--- src/rtl/bcd_multi_speed_cnt_if.sv ---
// Control/data bundle for the multi-digit BCD counter.
// Master drives controls and load data; slave returns count and tc.
interface bcd_multi_speed_cnt_if #(
  parameter int DIGITS = 2
);
  logic                  en;
  logic                  sel;
  logic                  up;
  logic                  load;
  logic [4*DIGITS-1:0]   load_val;
  logic [4*DIGITS-1:0]   y;
  logic                  tc;

  modport master (
    output en, sel, up, load, load_val,
    input  y, tc
  );

  modport slave (
    input  en, sel, up, load, load_val,
    output y, tc
  );
endinterface

--- src/rtl/bcd_multi_speed_cnt.sv ---
// Multi-digit BCD up/down counter with fast/slow speed,
// parallel load (digits clamped to 9) and a wrap pulse.
module bcd_multi_speed_cnt #(
  parameter int DIGITS   = 2,
  parameter int SLOW_DIV = 2
) (
  input logic              clk,
  input logic              rst,
  bcd_multi_speed_cnt_if.slave bus
);
  localparam int W  = 4 * DIGITS;
  localparam int PW = $clog2(SLOW_DIV);
  localparam logic [PW-1:0] PMAX = PW'(SLOW_DIV - 1);

  logic [W-1:0]  r_y;
  logic          r_tc;
  logic [PW-1:0] r_pre;

  logic [W-1:0]  w_step;
  logic [W-1:0]  w_ld;
  logic          w_wrap;
  logic          w_tick;
  logic [PW-1:0] w_pre_nxt;

  // Ripple one +/-1 step through the digits; carry out means wrap.
  always_comb begin : p_step
    logic       c;
    logic [3:0] d;
    c      = 1'b1;
    d      = 4'd0;
    w_step = r_y;
    for (int i = 0; i < DIGITS; i++) begin
      d = r_y[4*i +: 4];
      if (c) begin
        if (bus.up) begin
          if (d >= 4'd9) begin
            w_step[4*i +: 4] = 4'd0;
          end else begin
            w_step[4*i +: 4] = d + 4'd1;
            c = 1'b0;
          end
        end else begin
          if (d == 4'd0) begin
            w_step[4*i +: 4] = 4'd9;
          end else begin
            w_step[4*i +: 4] = d - 4'd1;
            c = 1'b0;
          end
        end
      end
    end
    w_wrap = c;
  end

  // Saturate each loaded digit to 9 so y stays valid BCD.
  always_comb begin : p_clamp
    w_ld = '0;
    for (int i = 0; i < DIGITS; i++) begin
      if (bus.load_val[4*i +: 4] > 4'd9) begin
        w_ld[4*i +: 4] = 4'd9;
      end else begin
        w_ld[4*i +: 4] = bus.load_val[4*i +: 4];
      end
    end
  end

  // Prescaler: parked at 0 in fast mode, frozen when disabled.
  always_comb begin : p_pre
    w_pre_nxt = r_pre;
    if (bus.sel) begin
      w_pre_nxt = '0;
    end else if (bus.en) begin
      if (r_pre == PMAX) begin
        w_pre_nxt = '0;
      end else begin
        w_pre_nxt = r_pre + PW'(1);
      end
    end
  end

  assign w_tick = bus.en & (bus.sel | (r_pre == PMAX));

  // State update: reset > load > count > hold.
  always_ff @(posedge clk or negedge rst) begin
    if (!rst) begin
      r_y   <= '0;
      r_tc  <= 1'b0;
      r_pre <= '0;
    end else if (bus.load) begin
      r_y   <= w_ld;
      r_tc  <= 1'b0;
      r_pre <= '0;
    end else begin
      r_pre <= w_pre_nxt;
      r_tc  <= w_tick & w_wrap;
      if (w_tick) begin
        r_y <= w_step;
      end
    end
  end

  assign bus.y  = r_y;
  assign bus.tc = r_tc;
endmodule
--- src/flat_wrapper.sv ---
// flat-port wrapper written by rule: the top's interface ports become plain ports
module bcd_multi_speed_cnt_flat 
#(
  parameter int DIGITS   = 2,
  parameter int SLOW_DIV = 2
)
  (clk, rst, bus_en, bus_sel, bus_up, bus_load, bus_load_val, bus_y, bus_tc);
  bcd_multi_speed_cnt_if #(.DIGITS(DIGITS)) bus_i ();
  input logic clk;
  input logic rst;
  input wire logic [$bits(bus_i.en)-1:0] bus_en;
  input wire logic [$bits(bus_i.sel)-1:0] bus_sel;
  input wire logic [$bits(bus_i.up)-1:0] bus_up;
  input wire logic [$bits(bus_i.load)-1:0] bus_load;
  input wire logic [$bits(bus_i.load_val)-1:0] bus_load_val;
  output wire logic [$bits(bus_i.y)-1:0] bus_y;
  output wire logic [$bits(bus_i.tc)-1:0] bus_tc;
  assign bus_i.en = bus_en;
  assign bus_i.sel = bus_sel;
  assign bus_i.up = bus_up;
  assign bus_i.load = bus_load;
  assign bus_i.load_val = bus_load_val;
  assign bus_y = bus_i.y;
  assign bus_tc = bus_i.tc;
  bcd_multi_speed_cnt #(.DIGITS(DIGITS), .SLOW_DIV(SLOW_DIV)) u_core (.clk(clk), .rst(rst), .bus(bus_i));
endmodule
--- config.mk ---
export PLATFORM = sky130hd
export DESIGN_NAME = bcd_multi_speed_cnt_flat
export DESIGN_NICKNAME = d
export VERILOG_FILES = /design/src/rtl/bcd_multi_speed_cnt_if.sv /design/src/rtl/bcd_multi_speed_cnt.sv /design/src/flat_wrapper.sv
export SDC_FILE = /design/constraint.sdc
export NUM_CORES = 1
export LEC_CHECK = 0
export CAP_MARGIN = 25
export CORE_AREA = 8 8 67 69
export CTS_CLUSTER_SIZE = 14
export DETAILED_ROUTE_END_ITERATION = 7
export DIE_AREA = 0 0 75 77
export GPL_TIMING_DRIVEN = 0
export MAX_ROUTING_LAYER = met4
export PLACE_DENSITY = 0.62
export REMOVE_ABC_BUFFERS = 1
export SETUP_SLACK_MARGIN = 0.5
export SLEW_MARGIN = 25
export SYNTH_ARGS = -nofsm -noshare
export SYNTH_HDL_FRONTEND = slang
export SYNTH_SLANG_ARGS = --single-unit
--- constraint.sdc ---
create_clock -name clk -period 2.6 [get_ports clk]
set_clock_uncertainty 0.2 [all_clocks]
set_input_delay 0.52 -clock clk [delete_from_list [all_inputs] [get_ports clk]]
set_output_delay 0.52 -clock clk [all_outputs]
set_load 0.01 [all_outputs]
==> flow_results.xml, run 1 <==
<?xml version="1.0" encoding="UTF-8"?>
<metrics>
  <group name="setup_path">
    <metric name="r2r.worst_path.cells" unit="">6</metric>
    <metric name="cp.required" unit="ns">2.58</metric>
    <metric name="path_class" unit="">register to register</metric>
    <metric name="worst_setup_path_end_kind" unit="">register</metric>
    <metric name="timing.rr.start" unit="">u_core.bus.y[4]$_DFFE_PN0P_</metric>
    <metric name="worstReg2RegEnd" unit="">u_core.bus.y[5]$_DFFE_PN0P_</metric>
    <metric name="start_kind" unit="">register</metric>
    <metric name="arrival" unit="ns">2.01</metric>
    <metric name="timing.critical_path.fanout_max" unit="">6</metric>
    <metric name="worst-r2r-setup-slack" unit="ns">0.57</metric>
  </group>
  <group name="place">
    <metric name="port_buffers" unit="">22</metric>
    <metric name="globalplace.congestion" unit="">0.913</metric>
    <metric name="post-dp-hpwl" unit="mm">1.99</metric>
  </group>
  <group name="grt">
    <metric name="antenna_found_initial" unit="">0</metric>
    <metric name="grt_overflow" unit="">0</metric>
    <metric name="global_route_wire_length_before_repair" unit="mm">4.51</metric>
    <metric name="grt_pass1_vias" unit="">972</metric>
    <metric name="global_route.usage.total" unit="%">9.99</metric>
    <metric name="maximum_number_of_pins_on_one_net_before_global_route_repair" unit="">15</metric>
  </group>
  <group name="floorplan">
    <metric name="floorplan.initialDensity" unit="%">28.1</metric>
    <metric name="chipHeight" unit="um">77</metric>
    <metric name="placementRows" unit="">22</metric>
    <metric name="die_x" unit="um">75</metric>
    <metric name="ioPinCount" unit="">23</metric>
    <metric name="die-area" unit="sq um">5780</metric>
    <metric name="core_region_area" unit="sq um">3500</metric>
  </group>
  <group name="cts">
    <metric name="level_count_of_the_clock_h_tree" unit="">1</metric>
    <metric name="cts_root_buf" unit="">sky130_fd_sc_hd__clkbuf_4</metric>
    <metric name="tritoncts" unit="">done</metric>
    <metric name="clk_pin_slew" unit="ns">0.07</metric>
    <metric name="cts.sink_count" unit="">10</metric>
    <metric name="insertion_delay_of_the_later_clocked_pin_in_the_worst_skew_pair" unit="ns">0.27</metric>
    <metric name="numCtsBuffers" unit="">3</metric>
    <metric name="clock_tree.buffer_depth" unit="">2</metric>
  </group>
  <group name="timing">
    <metric name="slew_viol_final" unit="">0</metric>
    <metric name="fin_setup_tns" unit="ns">0</metric>
    <metric name="final_hold_viol_count" unit="">0</metric>
    <metric name="finalSetupViolations" unit="">0</metric>
    <metric name="max_transition_margin" unit="%">53.4</metric>
    <metric name="clock.fmax" unit="MHz">494</metric>
    <metric name="final_min_period_over_clock_period" unit="%">77.9</metric>
    <metric name="tightestPinTransition" unit="ns">0.695</metric>
    <metric name="grt_setup_unrepaired" unit="">yes</metric>
    <metric name="layout_min_cycle_time" unit="ns">2.03</metric>
  </group>
  <group name="pwr">
    <metric name="p_leak" unit="nW">0.534</metric>
    <metric name="irDropWorstVdd" unit="mV">0.261</metric>
    <metric name="power_per_cell_area" unit="nW/um^2">499</metric>
    <metric name="post-layout-total-power" unit="mW">0.694</metric>
  </group>
  <group name="cells_and_area">
    <metric name="multi_input_area" unit="sq um">683</metric>
    <metric name="layout-drive-gt1-share" unit="%">29.7</metric>
    <metric name="nFillCells" unit="">380</metric>
    <metric name="n_antenna_cell" unit="">0</metric>
    <metric name="num-nets-final" unit="">170</metric>
    <metric name="area_growth_syn_to_layout" unit="%">41.5</metric>
    <metric name="storage_element_area" unit="sq um">260</metric>
  </group>
  <group name="logic_synthesis">
    <metric name="synth-seq-cells" unit="">10</metric>
    <metric name="synthesis.instances" unit="">117</metric>
    <metric name="synth-seq-area-share" unit="%">25.5</metric>
    <metric name="synth.avg_cell_area" unit="sq um">8.39</metric>
    <metric name="yosysUniqueCellTypes" unit="">43</metric>
    <metric name="synth_async_sr_flop_share" unit="%">100</metric>
    <metric name="top_cell_type_by_total_area_after_synthesis" unit="">sky130_fd_sc_hd__dfrtp_1</metric>
    <metric name="synth.area.top_cells" unit="">sky130_fd_sc_hd__dfrtp_1, sky130_fd_sc_hd__ha_1, sky130_fd_sc_hd__a21oi_1</metric>
    <metric name="synth.yosys.warnings" unit="">0</metric>
    <metric name="number_of_flops_mapped_to_enable_cells_by_yosys" unit="">0</metric>
    <metric name="synth.most_common_cell" unit="">sky130_fd_sc_hd__a21oi_1</metric>
    <metric name="synth_top_cells_by_count" unit="">sky130_fd_sc_hd__a21oi_1, sky130_fd_sc_hd__dfrtp_1, sky130_fd_sc_hd__inv_1</metric>
    <metric name="post-synth-top-area-fraction" unit="%">25.5</metric>
    <metric name="synth.cell_area" unit="sq um">982</metric>
    <metric name="ys.flop_type" unit="">sky130_fd_sc_hd__dfrtp_1</metric>
  </group>
  <group name="detailed_routing">
    <metric name="drt_drc_violations_left" unit="">0</metric>
    <metric name="iteration_0_drc_markers" unit="">72</metric>
    <metric name="total_via_count_after_detailed_routing" unit="">1029</metric>
    <metric name="detailedRoute.firstPassIterationCount" unit="">4</metric>
    <metric name="vias_per_cell" unit="">5.25</metric>
    <metric name="drt_wl_total" unit="mm">2.89</metric>
    <metric name="antenna_violating_nets_post_route" unit="">0</metric>
    <metric name="route.detailed.wl_per_inst" unit="um">14.8</metric>
  </group>
  <group name="worst_hold_path">
    <metric name="min-delay-path-class" unit="">input pin to async pin</metric>
  </group>
  <group name="status">
    <metric name="run_status" unit="">finished clean</metric>
  </group>
  <group name="job">
    <metric name="count_of_max_cap_constraint_violations" unit="">0</metric>
  </group>
</metrics>
## worst max path at each step
stage / to / slack [ns] / cells past startpoint / startpoint
global placement: u_core.bus.y[6]$_DFFE_PN0P_ / 0.04 / 5 / bus_up
detailed placement: u_core.bus.y[6]$_DFFE_PN0P_ / 0.02 / 5 / bus_up
finish: u_core.bus.y[5]$_DFFE_PN0P_ / 0.57 / 6 / u_core.bus.y[4]$_DFFE_PN0P_
global route: u_core.bus.tc$_DFF_PN0_ / 0.46 / 4 / bus_load
CTS: u_core.bus.y[0]$_DFFE_PN0P_ / 0.50 / 6 / u_core.bus.y[1]$_DFFE_PN0P_
floorplan: u_core.bus.y[6]$_DFFE_PN0P_ / 0.62 / 6 / u_core.bus.y[0]$_DFFE_PN0P_
## logic make-up (layout without fill, tap and decap cells)
| group | Yosys count | after routing | synth area share (%) |
|---|---|---|---|
| buf+inv | 18 | 49 | 8.66 |
| flops | 10 | 10 | 25.5 |
| fa+ha+maj | 7 | 7 | 8.92 |
| xor+xnor | 4 | 4 | 3.57 |
| compound gates | 44 | 44 | 31.1 |
| simple gates | 34 | 34 | 22.3 |
## flip-flops by register name, summed over array words and instances, names as in the netlist
register	cells
u_core.bus.y	8
u_core.bus.tc	1
u_core.r_pre	1
## critical path, cell delays in order (launching register included)
cell                       delay, ns
sky130_fd_sc_hd__dfrtp_2        0.44
sky130_fd_sc_hd__inv_1          0.12
sky130_fd_sc_hd__ha_2           0.21
sky130_fd_sc_hd__or3b_4         0.41
sky130_fd_sc_hd__a211oi_1       0.23
sky130_fd_sc_hd__o21ai_1        0.12
sky130_fd_sc_hd__a31oi_1        0.20
## cell type report
cell class | count | area share, %
Multi-Input combinational cell | 89 | 49.1
Timing Repair Buffer | 35 | 22.5
Sequential cell | 10 | 18.7
Tap cell | 48 | 4.32
Inverter | 10 | 2.70
Clock buffer | 4 | 2.61
## metrics by stage
step                      util [%]  hold WS [ns]  instance area (sq um)  cells  setup slack (ns)
after floorplan                  -        0.0244                    935    109             0.623
after global placement        34.8         0.368                   1210    179            0.0443
after detailed placement      34.8         0.377                   1210    179            0.0213
after CTS                     36.3         0.370                   1270    184             0.500
after global routing          39.8         0.392                   1390    196             0.462
final                         39.8         0.366                   1390    196             0.574
## layout by cell type, fill, tap and decap left out, drive strengths merged
| cell | n |
|---|---|
| or2 | 1 |
| or3b | 4 |
| nor3 | 6 |
| ha | 7 |
| a31o | 1 |
| o22ai | 4 |
| o21ba | 1 |
| a221oi | 2 |
| a211oi | 1 |
| o32ai | 1 |
| clkdlybuf4s50 | 21 |
| xnor2 | 4 |
| nor3b | 1 |
| a21o | 1 |
| nor4b | 2 |
| nand3b | 3 |
| or4b | 1 |
| o21bai | 1 |
| o21a | 2 |
| o221ai | 2 |
| and4 | 1 |
| a31oi | 3 |
| clkbuf | 5 |
| o21ai | 10 |
| a32oi | 1 |
| dfrtp | 10 |
| inv | 10 |
| a21oi | 12 |
| nand3 | 5 |
| nand2b | 2 |
| nor4 | 1 |
| buf | 13 |
| nand2 | 3 |
| nor2 | 4 |
| o31a | 1 |
| a311oi | 1 |
## per-layer routing
layer | share of wire [%] | global-route usage, %
met5 | 0 | -
met1 | 45 | 12.9
met3 | 8.6 | 3.25
met2 | 44 | 13.3
met4 | 2.9 | 4.90
## report_power, final
part | switching [mW] | leakage (nW) | internal, mW
Combinational | 0.158 | 0.399 | 0.184
Sequential | 0.0369 | 0.114 | 0.179
Clock | 0.0519 | 0.0210 | 0.0849
## repair_timing
item,in CTS,in global routing
buffers inserted,1,12
resized for setup,8,13
pin swaps,0,1
hold buffers,0,0
endpoints found under the setup margin,14,13
No activity file was read; power rests on OpenSTA's default activity.
==> run 2, diff against run 1 <==
==> constraint.sdc (replaced) <==
create_clock -name clk -period 1.9 [get_ports clk]
set_clock_uncertainty 0.2 [all_clocks]
set_input_delay 0.38 -clock clk [delete_from_list [all_inputs] [get_ports clk]]
set_output_delay 0.38 -clock clk [all_outputs]
set_load 0.01 [all_outputs]
==> run 2 against run 1 <==
Effect of this change:
- the run now ends with negative setup slack left
- final cell count is 9.2% higher
- worst setup slack worse by 0.61 ns
- via count is 14% higher
- highest routed layer unchanged
==> flow_results.xml, run 2 (same netlist as run 1, synthesis figures left out) <==
<?xml version="1.0" encoding="UTF-8"?>
<metrics>
  <group name="cells_and_area">
    <metric name="mostFrequentLayoutCells" unit="">sky130_fd_sc_hd__buf_4, sky130_fd_sc_hd__buf_6, sky130_fd_sc_hd__clkdlybuf4s50_1</metric>
    <metric name="nFillCells" unit="">351</metric>
    <metric name="area_growth_syn_to_layout" unit="%">72.2</metric>
    <metric name="largest_register_ffs" unit="">8</metric>
    <metric name="n_antenna_cell" unit="">0</metric>
    <metric name="final_cell_area" unit="sq um">1690</metric>
    <metric name="layout_commonest_cell" unit="">sky130_fd_sc_hd__buf_4</metric>
    <metric name="layout-drive-gt1-share" unit="%">53.6</metric>
    <metric name="num-nets-final" unit="">188</metric>
  </group>
  <group name="pwr">
    <metric name="total_switching_power" unit="mW">0.426</metric>
    <metric name="power_per_cell_area" unit="nW/um^2">684</metric>
    <metric name="irDropWorstVdd" unit="mV">0.353</metric>
    <metric name="share_comb_of_total_power" unit="%">59.7</metric>
    <metric name="p_int" unit="mW">0.732</metric>
    <metric name="seq_power_share" unit="%">24.0</metric>
    <metric name="power.switching_fraction" unit="%">36.8</metric>
    <metric name="clockPowerShare" unit="%">16.3</metric>
    <metric name="post-layout-total-power" unit="mW">1.16</metric>
    <metric name="p_leak" unit="nW">0.680</metric>
  </group>
  <group name="cts">
    <metric name="numCtsBuffers" unit="">3</metric>
    <metric name="insertion_delay_of_the_later_clocked_pin_in_the_worst_skew_pair" unit="ns">0.27</metric>
    <metric name="clock_tree.buffer_depth" unit="">2</metric>
    <metric name="level_count_of_the_clock_h_tree" unit="">1</metric>
    <metric name="cts.sink_count" unit="">10</metric>
    <metric name="tritoncts" unit="">done</metric>
    <metric name="clk_pin_slew" unit="ns">0.07</metric>
    <metric name="cts_root_buf" unit="">sky130_fd_sc_hd__clkbuf_4</metric>
  </group>
  <group name="place">
    <metric name="place_area" unit="sq um">1210</metric>
    <metric name="port_buffers" unit="">22</metric>
    <metric name="globalplace.congestion" unit="">0.913</metric>
    <metric name="dp_slack" unit="ns">-0.539</metric>
    <metric name="post-dp-hpwl" unit="mm">1.99</metric>
  </group>
  <group name="status">
    <metric name="run_status" unit="">complete, but fails checks</metric>
    <metric name="violations_in_the_final_reports" unit="">negative setup slack</metric>
  </group>
  <group name="grt">
    <metric name="grt_pass1_vias" unit="">1178</metric>
    <metric name="grt_overflow" unit="">0</metric>
    <metric name="global_route.usage.total" unit="%">12.2</metric>
    <metric name="antenna_found_initial" unit="">0</metric>
    <metric name="global_route_wire_length_before_repair" unit="mm">5.42</metric>
    <metric name="maximum_number_of_pins_on_one_net_before_global_route_repair" unit="">15</metric>
  </group>
  <group name="setup_path">
    <metric name="worst_path_max_delay_cell" unit="">sky130_fd_sc_hd__dfrtp_2</metric>
    <metric name="timing.critical_path.fanout_max" unit="">6</metric>
    <metric name="worst-r2r-setup-slack" unit="ns">-0.03</metric>
    <metric name="cp.required" unit="ns">1.84</metric>
    <metric name="r2r.worst_path.cells" unit="">6</metric>
    <metric name="worst_setup_path_end_kind" unit="">register</metric>
    <metric name="critical_path.max_stage_delay" unit="ns">0.44</metric>
    <metric name="path_class" unit="">register to register</metric>
    <metric name="start_kind" unit="">register</metric>
    <metric name="arrival" unit="ns">1.87</metric>
    <metric name="cp_cell_sequence" unit="">inv_2, ha_4, or3b_4, and4_4, o32ai_1, o22ai_2</metric>
  </group>
  <group name="detailed_routing">
    <metric name="detailedRoute.firstPassIterationCount" unit="">4</metric>
    <metric name="antenna_violating_nets_post_route" unit="">0</metric>
    <metric name="drt_wl_total" unit="mm">3.70</metric>
    <metric name="drt_drc_violations_left" unit="">0</metric>
    <metric name="iteration_0_drc_markers" unit="">96</metric>
    <metric name="vias_per_cell" unit="">5.47</metric>
    <metric name="route.detailed.wl_per_inst" unit="um">17.3</metric>
    <metric name="total_via_count_after_detailed_routing" unit="">1171</metric>
  </group>
  <group name="timing">
    <metric name="fin_setup_tns" unit="ns">-0.0880</metric>
    <metric name="clock.fmax" unit="MHz">517</metric>
    <metric name="max_transition_margin" unit="%">67.1</metric>
    <metric name="grt_setup_unrepaired" unit="">yes</metric>
    <metric name="final_min_period_over_clock_period" unit="%">102</metric>
    <metric name="finalSetupViolations" unit="">5</metric>
    <metric name="post-route-worst-setup-slack" unit="ns">-0.0328</metric>
    <metric name="slew_viol_final" unit="">0</metric>
    <metric name="tightestPinTransition" unit="ns">0.493</metric>
    <metric name="layout_min_cycle_time" unit="ns">1.93</metric>
    <metric name="final_hold_viol_count" unit="">0</metric>
  </group>
  <group name="worst_hold_path">
    <metric name="min-delay-path-class" unit="">input pin to async pin</metric>
  </group>
  <group name="floorplan">
    <metric name="placementRows" unit="">22</metric>
    <metric name="core_region_area" unit="sq um">3500</metric>
    <metric name="chipHeight" unit="um">77</metric>
    <metric name="ioPinCount" unit="">23</metric>
    <metric name="die_x" unit="um">75</metric>
    <metric name="die-area" unit="sq um">5780</metric>
    <metric name="floorplan.initialDensity" unit="%">28.1</metric>
  </group>
  <group name="job">
    <metric name="count_of_max_cap_constraint_violations" unit="">0</metric>
  </group>
</metrics>
run 2: cell count changes in the layout (fill, tap and decap cells not counted), sizes merged:
cell / change
clkbuf: -1
buf: +27
clkdlybuf4s50: -10
clkdlybuf4s15: +1
dlymetal6s2s: +1
run 2: what timing repair did:
| item | 4_1_cts | 5_1_grt |
|---|---|---|
| setup buffers | 22 | 9 |
| pin swaps | 17 | 10 |
| setup endpoints to repair | 18 | 17 |
| hold buffers | 0 | 0 |
| cloned | 0 | 0 |
| resized for setup | 80 | 23 |
run 2: through the flow:
| step | instances | util [%] | hold WS (ns) |
|---|---|---|---|
| after floorplan | 109 | - | -0.116 |
| after global placement | 179 | 34.8 | 0.368 |
| after detailed placement | 179 | 34.8 | 0.377 |
| after CTS | 205 | 43.1 | 0.230 |
| after global routing | 214 | 48.4 | 0.253 |
| final | 214 | 48.4 | 0.224 |
run 2: final timing paths:
| kind | from | to |
|---|---|---|
| worst max-delay path | u_core.bus.y[1]$_DFFE_PN0P_ | u_core.bus.y[4]$_DFFE_PN0P_ |
| worst min-delay path | rst | u_core.bus.tc$_DFF_PN0_ |
| worst max register to register | u_core.bus.y[1]$_DFFE_PN0P_ | u_core.bus.y[4]$_DFFE_PN0P_ |
| worst min register to register | u_core.r_pre$_DFFE_PN0P_ | u_core.r_pre$_DFFE_PN0P_ |
| max in group asynchronous | rst | u_core.bus.y[2]$_DFFE_PN0P_ |
| min in group clk | bus_load | u_core.bus.y[1]$_DFFE_PN0P_ |
run 2: area by class of cell:
cell class / instances / area, sq um / share of cell area, %
Clock buffer: 4 / 36.3 / 2.14
Sequential cell: 10 / 260 / 15.4
Timing Repair Buffer: 53 / 499 / 29.5
Tap cell: 48 / 60.1 / 3.55
Multi-Input combinational cell: 89 / 796 / 47.0
Inverter: 10 / 40.0 / 2.37
run 2: power by group through the flow:
| stage | registers (mW) | logic [mW] | clock network [mW] |
|---|---|---|---|
| 2_1_floorplan | 0.310 | 0.205 | 0 |
| 6_report | 0.278 | 0.691 | 0.188 |
| 3_3_place_gp | 0.313 | 0.341 | 0 |
| 5_1_grt | 0.282 | 0.744 | 0.202 |
| 4_1_cts | 0.279 | 0.561 | 0.192 |
| 3_5_place_dp | 0.318 | 0.351 | 0 |
run 2: critical path: cells and delay by family (launching register included):
family / cells / cell delay, ns
AND/OR/NAND/NOR: 2 / 0.66
AO/OA/AOI/OAI: 2 / 0.27
adder cells (fa/ha/maj): 1 / 0.15
buffers and inverters: 1 / 0.09
flip-flops: 1 / 0.44
run 2: layer usage:
| metal | global-route usage [%] | vias up | share of wire (%) |
|---|---|---|---|
| met3 | 3.64 | 14 | 8.1 |
| met4 | 5.10 | 0 | 2.3 |
| met5 | - | - | 0 |
| li1 | - | 538 | - |
| met1 | 13.3 | 559 | 38 |
| met2 | 19.9 | 60 | 51 |
==> run 3, diff against run 2 <==
--- a/config.mk
+++ b/config.mk
@@ -5,6 +5,7 @@
 export SDC_FILE = /design/constraint.sdc
 export NUM_CORES = 1
 export LEC_CHECK = 0
+export ABC_CLOCK_PERIOD_IN_PS = 1900
 export CAP_MARGIN = 25
 export CORE_AREA = 8 8 67 69
 export CTS_CLUSTER_SIZE = 14
==> results of run 3 <==
Final layout, timing and power as in run 2 (identical DEF).
